[config.mk]
export PLATFORM = sky130hd
export DESIGN_NAME = dice_roll_ctrl
export DESIGN_NICKNAME = d
export VERILOG_FILES = /design/src/rtl/dice_roll_ctrl.sv
export SDC_FILE = /design/constraint.sdc
export NUM_CORES = 1
export LEC_CHECK = 0
export CELL_PAD_IN_SITES_DETAIL_PLACEMENT = 1
export CELL_PAD_IN_SITES_GLOBAL_PLACEMENT = 1
export CORE_MARGIN = 3
export CORE_UTILIZATION = 45
export CTS_CLUSTER_DIAMETER = 150
export DETAILED_ROUTE_END_ITERATION = 10
export PLACE_DENSITY_LB_ADDON = 0.1
export SYNTH_ARGS = -nofsm -noshare
export SYNTH_HDL_FRONTEND = slang
export SYNTH_SLANG_ARGS = --single-unit
[constraint.sdc]
create_clock -name clk -period 4.2 [get_ports clk]
set_clock_uncertainty 0.2 [all_clocks]
set_input_delay 0.84 -clock clk [delete_from_list [all_inputs] [get_ports clk]]
set_output_delay 0.84 -clock clk [all_outputs]
set_load 0.01 [all_outputs]
[src/rtl/dice_roll_ctrl.sv]
// Dice roll sequencer: debounces the roll button, animates a decelerating roll by resampling
// the free-running 1..FACES counter at growing intervals, then offers the final face on valid/ack.
module dice_roll_ctrl #(
    parameter int FACES           = 6,
    parameter int DEBOUNCE_CYCLES = 16,
    parameter int ROLL_STEPS      = 8,
    parameter int BASE_DELAY      = 4
) (
    input  logic       clk,
    input  logic       reset,
    input  logic       button,
    input  logic [3:0] rng_value,
    input  logic       result_ack,
    output logic [3:0] roll_value,
    output logic       rolling,
    output logic [3:0] result,
    output logic       result_valid
);

    localparam int DB_W    = $clog2(DEBOUNCE_CYCLES + 1);
    localparam int STEP_W  = (ROLL_STEPS > 1) ? $clog2(ROLL_STEPS) : 1;
    localparam int TIMER_W = (ROLL_STEPS * BASE_DELAY > 1) ? $clog2(ROLL_STEPS * BASE_DELAY) : 1;
    localparam logic [3:0] FACES_L = 4'(FACES);

    typedef enum logic [1:0] {
        IDLE = 2'd0,
        ROLL = 2'd1,
        DONE = 2'd2
    } state_t;

    logic              sync1_q;
    logic              sync2_q;
    logic              dbLevel_q;
    logic              dbPrev_q;
    logic [DB_W-1:0]   dbCount_q;
    logic              press;

    state_t            state_q;
    logic [STEP_W-1:0] step_q;
    logic [TIMER_W-1:0] timer_q;
    logic [3:0]        rollValue_q;
    logic [3:0]        result_q;
    logic              resultValid_q;
    logic              rolling_q;

    logic [3:0]        sampleFace;
    logic [TIMER_W-1:0] stepLimit;
    logic              stepDue;
    logic              lastStep;

    // The debounced level only moves after a full run of samples that disagree with it.
    always_ff @(posedge clk or posedge reset) begin
        if (reset) begin
            sync1_q   <= 1'b0;
            sync2_q   <= 1'b0;
            dbLevel_q <= 1'b0;
            dbPrev_q  <= 1'b0;
            dbCount_q <= '0;
        end else begin
            sync1_q  <= button;
            sync2_q  <= sync1_q;
            dbPrev_q <= dbLevel_q;
            if (sync2_q != dbLevel_q) begin
                if (dbCount_q == DB_W'(DEBOUNCE_CYCLES - 1)) begin
                    dbLevel_q <= sync2_q;
                    dbCount_q <= '0;
                end else begin
                    dbCount_q <= dbCount_q + 1'b1;
                end
            end else begin
                dbCount_q <= '0;
            end
        end
    end

    assign press      = dbLevel_q & ~dbPrev_q;
    assign sampleFace = ((rng_value == 4'd0) || (rng_value > FACES_L)) ? 4'd1 : rng_value;
    assign stepLimit  = TIMER_W'((int'(step_q) + 1) * BASE_DELAY - 1);
    assign stepDue    = (timer_q == stepLimit);
    assign lastStep   = (step_q == STEP_W'(ROLL_STEPS - 1));

    // Wait before step k is k*BASE_DELAY cycles, so the roll visibly slows down.
    always_ff @(posedge clk or posedge reset) begin
        if (reset) begin
            state_q       <= IDLE;
            step_q        <= '0;
            timer_q       <= '0;
            rollValue_q   <= 4'd0;
            result_q      <= 4'd0;
            resultValid_q <= 1'b0;
            rolling_q     <= 1'b0;
        end else begin
            case (state_q)
                IDLE: begin
                    if (press) begin
                        state_q     <= ROLL;
                        step_q      <= '0;
                        timer_q     <= '0;
                        rolling_q   <= 1'b1;
                        rollValue_q <= sampleFace;
                    end
                end
                ROLL: begin
                    if (stepDue) begin
                        rollValue_q <= sampleFace;
                        timer_q     <= '0;
                        if (lastStep) begin
                            step_q        <= '0;
                            result_q      <= sampleFace;
                            resultValid_q <= 1'b1;
                            rolling_q     <= 1'b0;
                            state_q       <= DONE;
                        end else begin
                            step_q <= step_q + 1'b1;
                        end
                    end else begin
                        timer_q <= timer_q + 1'b1;
                    end
                end
                DONE: begin
                    if (result_ack) begin
                        resultValid_q <= 1'b0;
                        state_q       <= IDLE;
                    end
                end
                default: begin
                    state_q <= IDLE;
                end
            endcase
        end
    end

    assign roll_value   = rollValue_q;
    assign rolling      = rolling_q;
    assign result       = result_q;
    assign result_valid = resultValid_q;

endmodule

==> results of run 1 <==
==> registers in the layout (all words and copies together), names as in the netlist <==
signal        count
roll_value        4
result            4
timer_q           5
state_q           2
result_valid      1
dbLevel_q         1
step_q            3
sync1_q           1
dbCount_q         5
dbPrev_q          1
sync2_q           1
rolling           1
==> metrics by stage <==
stage	util	setup slack [ns]
floorplan	-	1.933
global placement	0.5696	1.787
detailed placement	0.5696	1.663
CTS	0.6039	1.661
global route	0.6039	1.517
finish	0.6039	1.654
==> power by group through the flow <==
stage,clock network [mW],registers [mW],logic (mW)
CTS,0.245,0.298,0.0434
floorplan,0,0.303,0.0186
global placement,0,0.303,0.0397
detailed placement,0,0.303,0.0426
global route,0.257,0.300,0.0481
finish,0.240,0.298,0.0426
==> synth_stat cells (all sizes together) <==
| library cell | n | area share |
|---|---|---|
| nand4 | 1 | 0.0049 |
| a22o | 1 | 0.0069 |
| nand2 | 4 | 0.012 |
| o211ai | 2 | 0.012 |
| nand3b | 1 | 0.0059 |
| a21oi | 2 | 0.011 |
| a211oi | 2 | 0.012 |
| xnor2 | 2 | 0.014 |
| nand3 | 3 | 0.012 |
| nor2b | 3 | 0.015 |
| and4 | 1 | 0.0088 |
| mux2i | 1 | 0.0078 |
| buf | 1 | 0.0088 |
| mux2 | 7 | 0.070 |
| and3 | 3 | 0.019 |
| a31oi | 1 | 0.0049 |
| dfrtp | 29 | 0.57 |
| a21o | 1 | 0.0069 |
| a2bb2oi | 1 | 0.0069 |
| o22ai | 1 | 0.0049 |
| and2 | 2 | 0.0098 |
| and2b | 1 | 0.0069 |
| xnor3 | 1 | 0.018 |
| nor2 | 8 | 0.023 |
| inv | 9 | 0.026 |
| ha | 4 | 0.039 |
| xor2 | 5 | 0.034 |
| or3 | 1 | 0.0059 |
| o21ai | 7 | 0.027 |
==> kinds of logic (layout without fill, tap and decap cells) <==
| family | Yosys count | count (layout) | synth area share |
|---|---|---|---|
| compound gates | 18 | 18 | 0.09197 |
| xor+xnor | 8 | 8 | 0.06556 |
| fa+ha+maj | 4 | 4 | 0.03914 |
| buf+inv | 10 | 34 | 0.03522 |
| flops | 29 | 29 | 0.5675 |
| mux | 8 | 8 | 0.07827 |
| simple gates | 28 | 28 | 0.1223 |
==> final cells by class <==
class                   instances  area [um^2]  area share
clock buffers                   6        51.30     0.03280
clock inverters                 2        37.54     0.02400
inverters                       9        33.78     0.02160
multi-input cells              66        508.0      0.3248
flip-flops and latches         29        725.7      0.4640
well taps                      30        37.54     0.02400
repair buffers                 17        170.2      0.1088
==> worst register-to-register path, delay by kind of cell, from the launching register on <==
kind / cells / cell delay, ns
compound gates: 1 / 0.46
xor+xnor: 1 / 0.24
fa+ha+maj: 2 / 0.56
flops: 1 / 0.44
mux: 1 / 0.40
simple gates: 1 / 0.15
==> final timing paths <==
kind / startpoint / cells after the start / slack (ns) / endpoint
hold reg to reg: sync1_q / 0 / 0.16 / sync2_q
setup / recovery: step_q[0] / 6 / 1.65 / roll_value[2]
max in group asynchronous: reset / 2 / 2.24 / dbCount_q[3]
min in group asynchronous: reset / 2 / 0.90 / result_valid
hold / removal: sync1_q / 0 / 0.16 / sync2_q
setup reg to reg: step_q[0] / 6 / 1.65 / roll_value[2]
==> per-layer routing <==
| layer | up-vias | routed length (um) | track usage |
|---|---|---|---|
| met3 | 2 | 120 | 0.06536 |
| met4 | 0 | 11 | 0.04854 |
| li1 | 408 | - | - |
| met1 | 413 | 1226 | 0.2266 |
| met5 | - | 0 | 0 |
| met2 | 20 | 1315 | 0.2980 |
==> results.sh, run 1 <==
export IMPL_path_max_fanout=10
export IMPL_grt_pass1_vias=971
export IMPL_power_share_combinational=0.073
export IMPL_grt_total_usage=0.1820
export IMPL_die_h_um=59.31
export IMPL_cts_tree="done"
export IMPL_final_area_um2=1564
export IMPL_worstPathArrival_ns=2.56
export IMPL_htreeDepth=2
export IMPL_die_w_um=59.31
export IMPL_netSwitchingFraction=0.2193
export IMPL_routed_wl_mm=2.674
export IMPL_grt_max_degree=30
export IMPL_cts_root_buf="clkbuf_4"
export IMPL_post_cts_buffers=0
export IMPL_placed_cells=151
export IMPL_drtAntennaViolNets=0
export IMPL_viasPerCell=5.302
export IMPL_cellLeakagePower_nw=0.7516
export IMPL_cts_buffers=5
export IMPL_grt_pass1_wl_mm=4.643
export IMPL_seq_area_frac_synth=0.5675
export IMPL_total_power_mw=0.5803
export IMPL_clkPwrFrac=0.413
export IMPL_final_fill_count=263
export IMPL_cts_hold_buf=0
export IMPL_postCtsResizedCells=0
export IMPL_synth_cells=105
export IMPL_path_delay_family="adder cells"
export IMPL_initialDrtViolationCount=24
export IMPL_worst_setup_path_start_kind="flip-flop"
export IMPL_synthesis_area_um2=1279
export IMPL_fin_tns_setup_ns=0
export IMPL_rsz0062_at_grt="no"
export IMPL_nets=140
export IMPL_antenna_found_initial=0
export IMPL_clkTransAtPathRegs_ns=0.09
export IMPL_io_buffers=17
export IMPL_wl_per_cell_um=16.82
export IMPL_synthDistinctLibCells=32
export IMPL_synth_nets=117
export IMPL_final_common_cell="dfrtp_1"
export IMPL_path_common_cell="ha_1"
export IMPL_slew_violations=0
export IMPL_vias=843
export IMPL_path_cells="ha_1 -> ha_1 -> xnor3_1 -> nand4_1 -> a21oi_2 -> mux2_2"
export IMPL_dr_pass1_iters=3
export IMPL_critPathSlowestCell="a21oi_2"
export IMPL_final_layout_size_suffix_gt1_frac=0.1628
export IMPL_yosysWarnings=0
export IMPL_p_seq_frac=0.513
export IMPL_critical_path_class="flip-flop to flip-flop"
export IMPL_p_per_area_nw_per_um2=371.0
export IMPL_rows=18
export IMPL_clock_latency_ns=0.32
export IMPL_worstMarginPinSlew_ns=1.101
export IMPL_placed_area_um2=1475
export IMPL_fmax_ghz=0.3928
export IMPL_synthToLayoutAreaGrowth_pct=22.31
export IMPL_irDropWorstVdd_uv=452.3
export IMPL_mostFrequentLayoutCells="dfrtp_1, clkdlybuf4s50_1, inv_1"
export IMPL_max_cap_violations=0
export IMPL_hold_viol=0
export IMPL_antenna_cells=0
export IMPL_pin_count=18
export IMPL_dp_hpwl_mm=1.888
export IMPL_required_ns=4.21
export IMPL_setup_viol=0
export IMPL_die_area_um2=3517
export IMPL_worst_path_buf_inv=0
export IMPL_drc_errors=0
export IMPL_status="complete, no violations"
export IMPL_avgSynthCellArea_um2=12.18
export IMPL_grt_ovfl_total=0
export IMPL_intPower_mw=0.4530
export IMPL_critical_path_max_stage_delay_ns=0.46
export IMPL_finalCriticalPeriod_ns=2.546
export IMPL_cts_buffer_depth=2
export IMPL_hold_ws_ns=0.1584
export IMPL_slew_limit_headroom=0.2649
export IMPL_fin_cells=159
export IMPL_coreArea_um2=2590
export IMPL_place_gp_congestion=0.7313
export IMPL_p_sw_mw=0.1273
export IMPL_post_route_period_util=0.6061
export IMPL_hold_path_class="flip-flop to flip-flop"
export IMPL_ys_seq_elements=29
export IMPL_tritoncts_num_sinks=29
export IMPL_critPathCaptureType="flip-flop"
export IMPL_initial_utilization=0.4937
Power figures use the tool's default switching activity.
==> inputs of run 2 (changes only) <==
--- a/config.mk
+++ b/config.mk
@@ -8,7 +8,7 @@
 export CELL_PAD_IN_SITES_DETAIL_PLACEMENT = 1
 export CELL_PAD_IN_SITES_GLOBAL_PLACEMENT = 1
 export CORE_MARGIN = 3
-export CORE_UTILIZATION = 45
+export CORE_UTILIZATION = 38
 export CTS_CLUSTER_DIAMETER = 150
 export DETAILED_ROUTE_END_ITERATION = 10
 export PLACE_DENSITY_LB_ADDON = 0.1
==> constraint.sdc (replaced) <==
create_clock -name clk -period 2.25 [get_ports clk]
set_clock_uncertainty 0.2 [all_clocks]
set_input_delay 0.45 -clock clk [delete_from_list [all_inputs] [get_ports clk]]
set_output_delay 0.45 -clock clk [all_outputs]
set_load 0.01 [all_outputs]
==> run 2 against run 1 <==
  * First-iteration DRC count rose by 83%
  * Combinational power up 87%
  * Critical path depth unchanged
  * Global-route usage is 3.3 points lower
  * Register-to-register slack lost 1.6 ns
  * Critical endpoint is now result[0]
==> results.sh, run 2 (synthesis results as in run 1) <==
export IMPL_initial_utilization=0.4088
export IMPL_post_route_period_util=0.9613
export IMPL_top_layer="met4"
export IMPL_irDropWorstVdd_uv=237.6
export IMPL_fin_ws_ns=0.08713
export IMPL_fin_util=0.5220
export IMPL_grt_ovfl_total=0
export IMPL_fin_cells=181
export IMPL_grt_pass1_wl_mm=4.560
export IMPL_cts_buffer_depth=2
export IMPL_antenna_found_initial=0
export IMPL_rsz0062_at_grt="no"
export IMPL_viasPerCell=4.906
export IMPL_pin_count=18
export IMPL_wl_met2_mm=1.329
export IMPL_cellLeakagePower_nw=0.7820
export IMPL_wl_per_cell_um=14.67
export IMPL_routed_wl_mm=2.655
export IMPL_place_ws_ns=0.01063
export IMPL_placed_cells=172
export IMPL_cts_hold_buf=0
export IMPL_synthToLayoutAreaGrowth_pct=27.69
export IMPL_die_h_um=64.01
export IMPL_grt_max_degree=30
export IMPL_placed_area_um2=1555
export IMPL_required_ns=2.26
export IMPL_slew_limit_headroom=0.6877
export IMPL_worstMarginPinSlew_ns=0.4635
export IMPL_worstPathArrival_ns=2.17
export IMPL_hold_path_depth=0
export IMPL_drc_errors=0
export IMPL_clock_latency_ns=0.32
export IMPL_hold_path_class="flip-flop to flip-flop"
export IMPL_die_area_um2=4097
export IMPL_finalCriticalPeriod_ns=2.163
export IMPL_status="complete, no violations"
export IMPL_fmax_ghz=0.4624
export IMPL_htreeDepth=2
export IMPL_clkTransAtPathRegs_ns=0.09
export IMPL_dr_pass1_iters=2
export IMPL_vias=888
export IMPL_grt_total_usage=0.1487
export IMPL_critical_path_class="flip-flop to flip-flop"
export IMPL_hold_viol=0
export IMPL_reg_top3="dbCount_q (5), timer_q (5)"
export IMPL_cts_tree="done"
export IMPL_worst_setup_path_start_kind="flip-flop"
export IMPL_drt_met1_wl_mm=1.182
export IMPL_grt_pass1_vias=961
export IMPL_dp_hpwl_mm=1.969
export IMPL_die_w_um=64.01
export IMPL_final_layout_size_suffix_gt1_frac=0.2263
export IMPL_initialDrtViolationCount=44
export IMPL_setup_viol=0
export IMPL_fin_tns_setup_ns=0
export IMPL_cts_root_buf="clkbuf_4"
export IMPL_antenna_cells=0
export IMPL_worst_r2r_path_depth=6
export IMPL_cts_buffers=5
export IMPL_final_common_cell="dfrtp_1"
export IMPL_p_per_area_nw_per_um2=556.4
export IMPL_path_max_fanout=7
export IMPL_place_gp_congestion=0.7854
export IMPL_critPathCaptureType="flip-flop"
export IMPL_wl_met3_um=92
export IMPL_max_cap_violations=0
export IMPL_coreArea_um2=3128
export IMPL_drtAntennaViolNets=0
export IMPL_nets=150
export IMPL_rows=20
export IMPL_final_area_um2=1633
export IMPL_io_buffers=17
export IMPL_tritoncts_num_sinks=29
export IMPL_slew_violations=0
export IMPL_mostFrequentLayoutCells="dfrtp_1, clkdlybuf4s50_1, buf_4"
run 2: cell count changes in the layout (fill, tap and decap cells not counted):
cell and delta:
clkbuf_8 -1, ha_4 +1, ha_2 +1, clkinv_2 +1, ha_1 -2, a21oi_2 -1, bufinv_16 -1, a21oi_4 +1
clkinvlp_4 -1, buf_4 +10
run 2: layout make-up:
cell class	instances	area (um^2)
Clock buffer	5	37.54
Clock inverter	1	5.005
Fill cell	348	1495
Inverter	9	33.78
Multi-Input combinational cell	66	530.5
Sequential cell	29	725.7
Tap cell	44	55.05
Timing Repair Buffer	27	245.2
run 2: path summary, 6_finish.rpt:
check / slack (ns) / endpoint / start
min reg2reg: 0.16 / sync2_q / sync1_q
max: 0.09 / result[0] / step_q[0]
max reg2reg: 0.09 / result[0] / step_q[0]
min in group asynchronous: 0.30 / roll_value[3] / reset
min: 0.16 / sync2_q / sync1_q
max in group asynchronous: 1.27 / timer_q[0] / reset
run 2: timing repair:
action                                  4_1_cts  5_1_grt
endpoints found under the setup margin        3        6
pin swaps                                     1        0
setup buffers                                 1        2
resized for setup                             0        1
run 2: worst max-delay path, stage by stage, from the launching register on:
cell and delay (ns):
dfrtp_1 0.40, ha_2 0.21, ha_4 0.22, xnor3_1 0.21, and4_4 0.24, and3_4 0.27
mux2_4 0.31
run 2: layer usage:
metal	GRT usage	vias to the layer above
met5	0	-
met4	0.05660	0
met3	0.04745	6
met2	0.2516	15
met1	0.1744	441
li1	-	426
run 2: stage by stage:
| stage | hold slack (ns) | power, mW |
|---|---|---|
| finish | 0.1615 | 0.9085 |
| global route | 0.1715 | 0.9777 |
| CTS | 0.1650 | 0.9297 |
| detailed placement | 0.1442 | 0.6491 |
| global placement | 0.1343 | 0.6442 |
| floorplan | 0.1312 | 0.6017 |
run 2: power by group:
part	switching (mW)	internal, mW	leakage, nW
clock	0.164	0.108	0.0269
sequential	0.0155	0.541	0.397
combinational	0.0366	0.0432	0.358
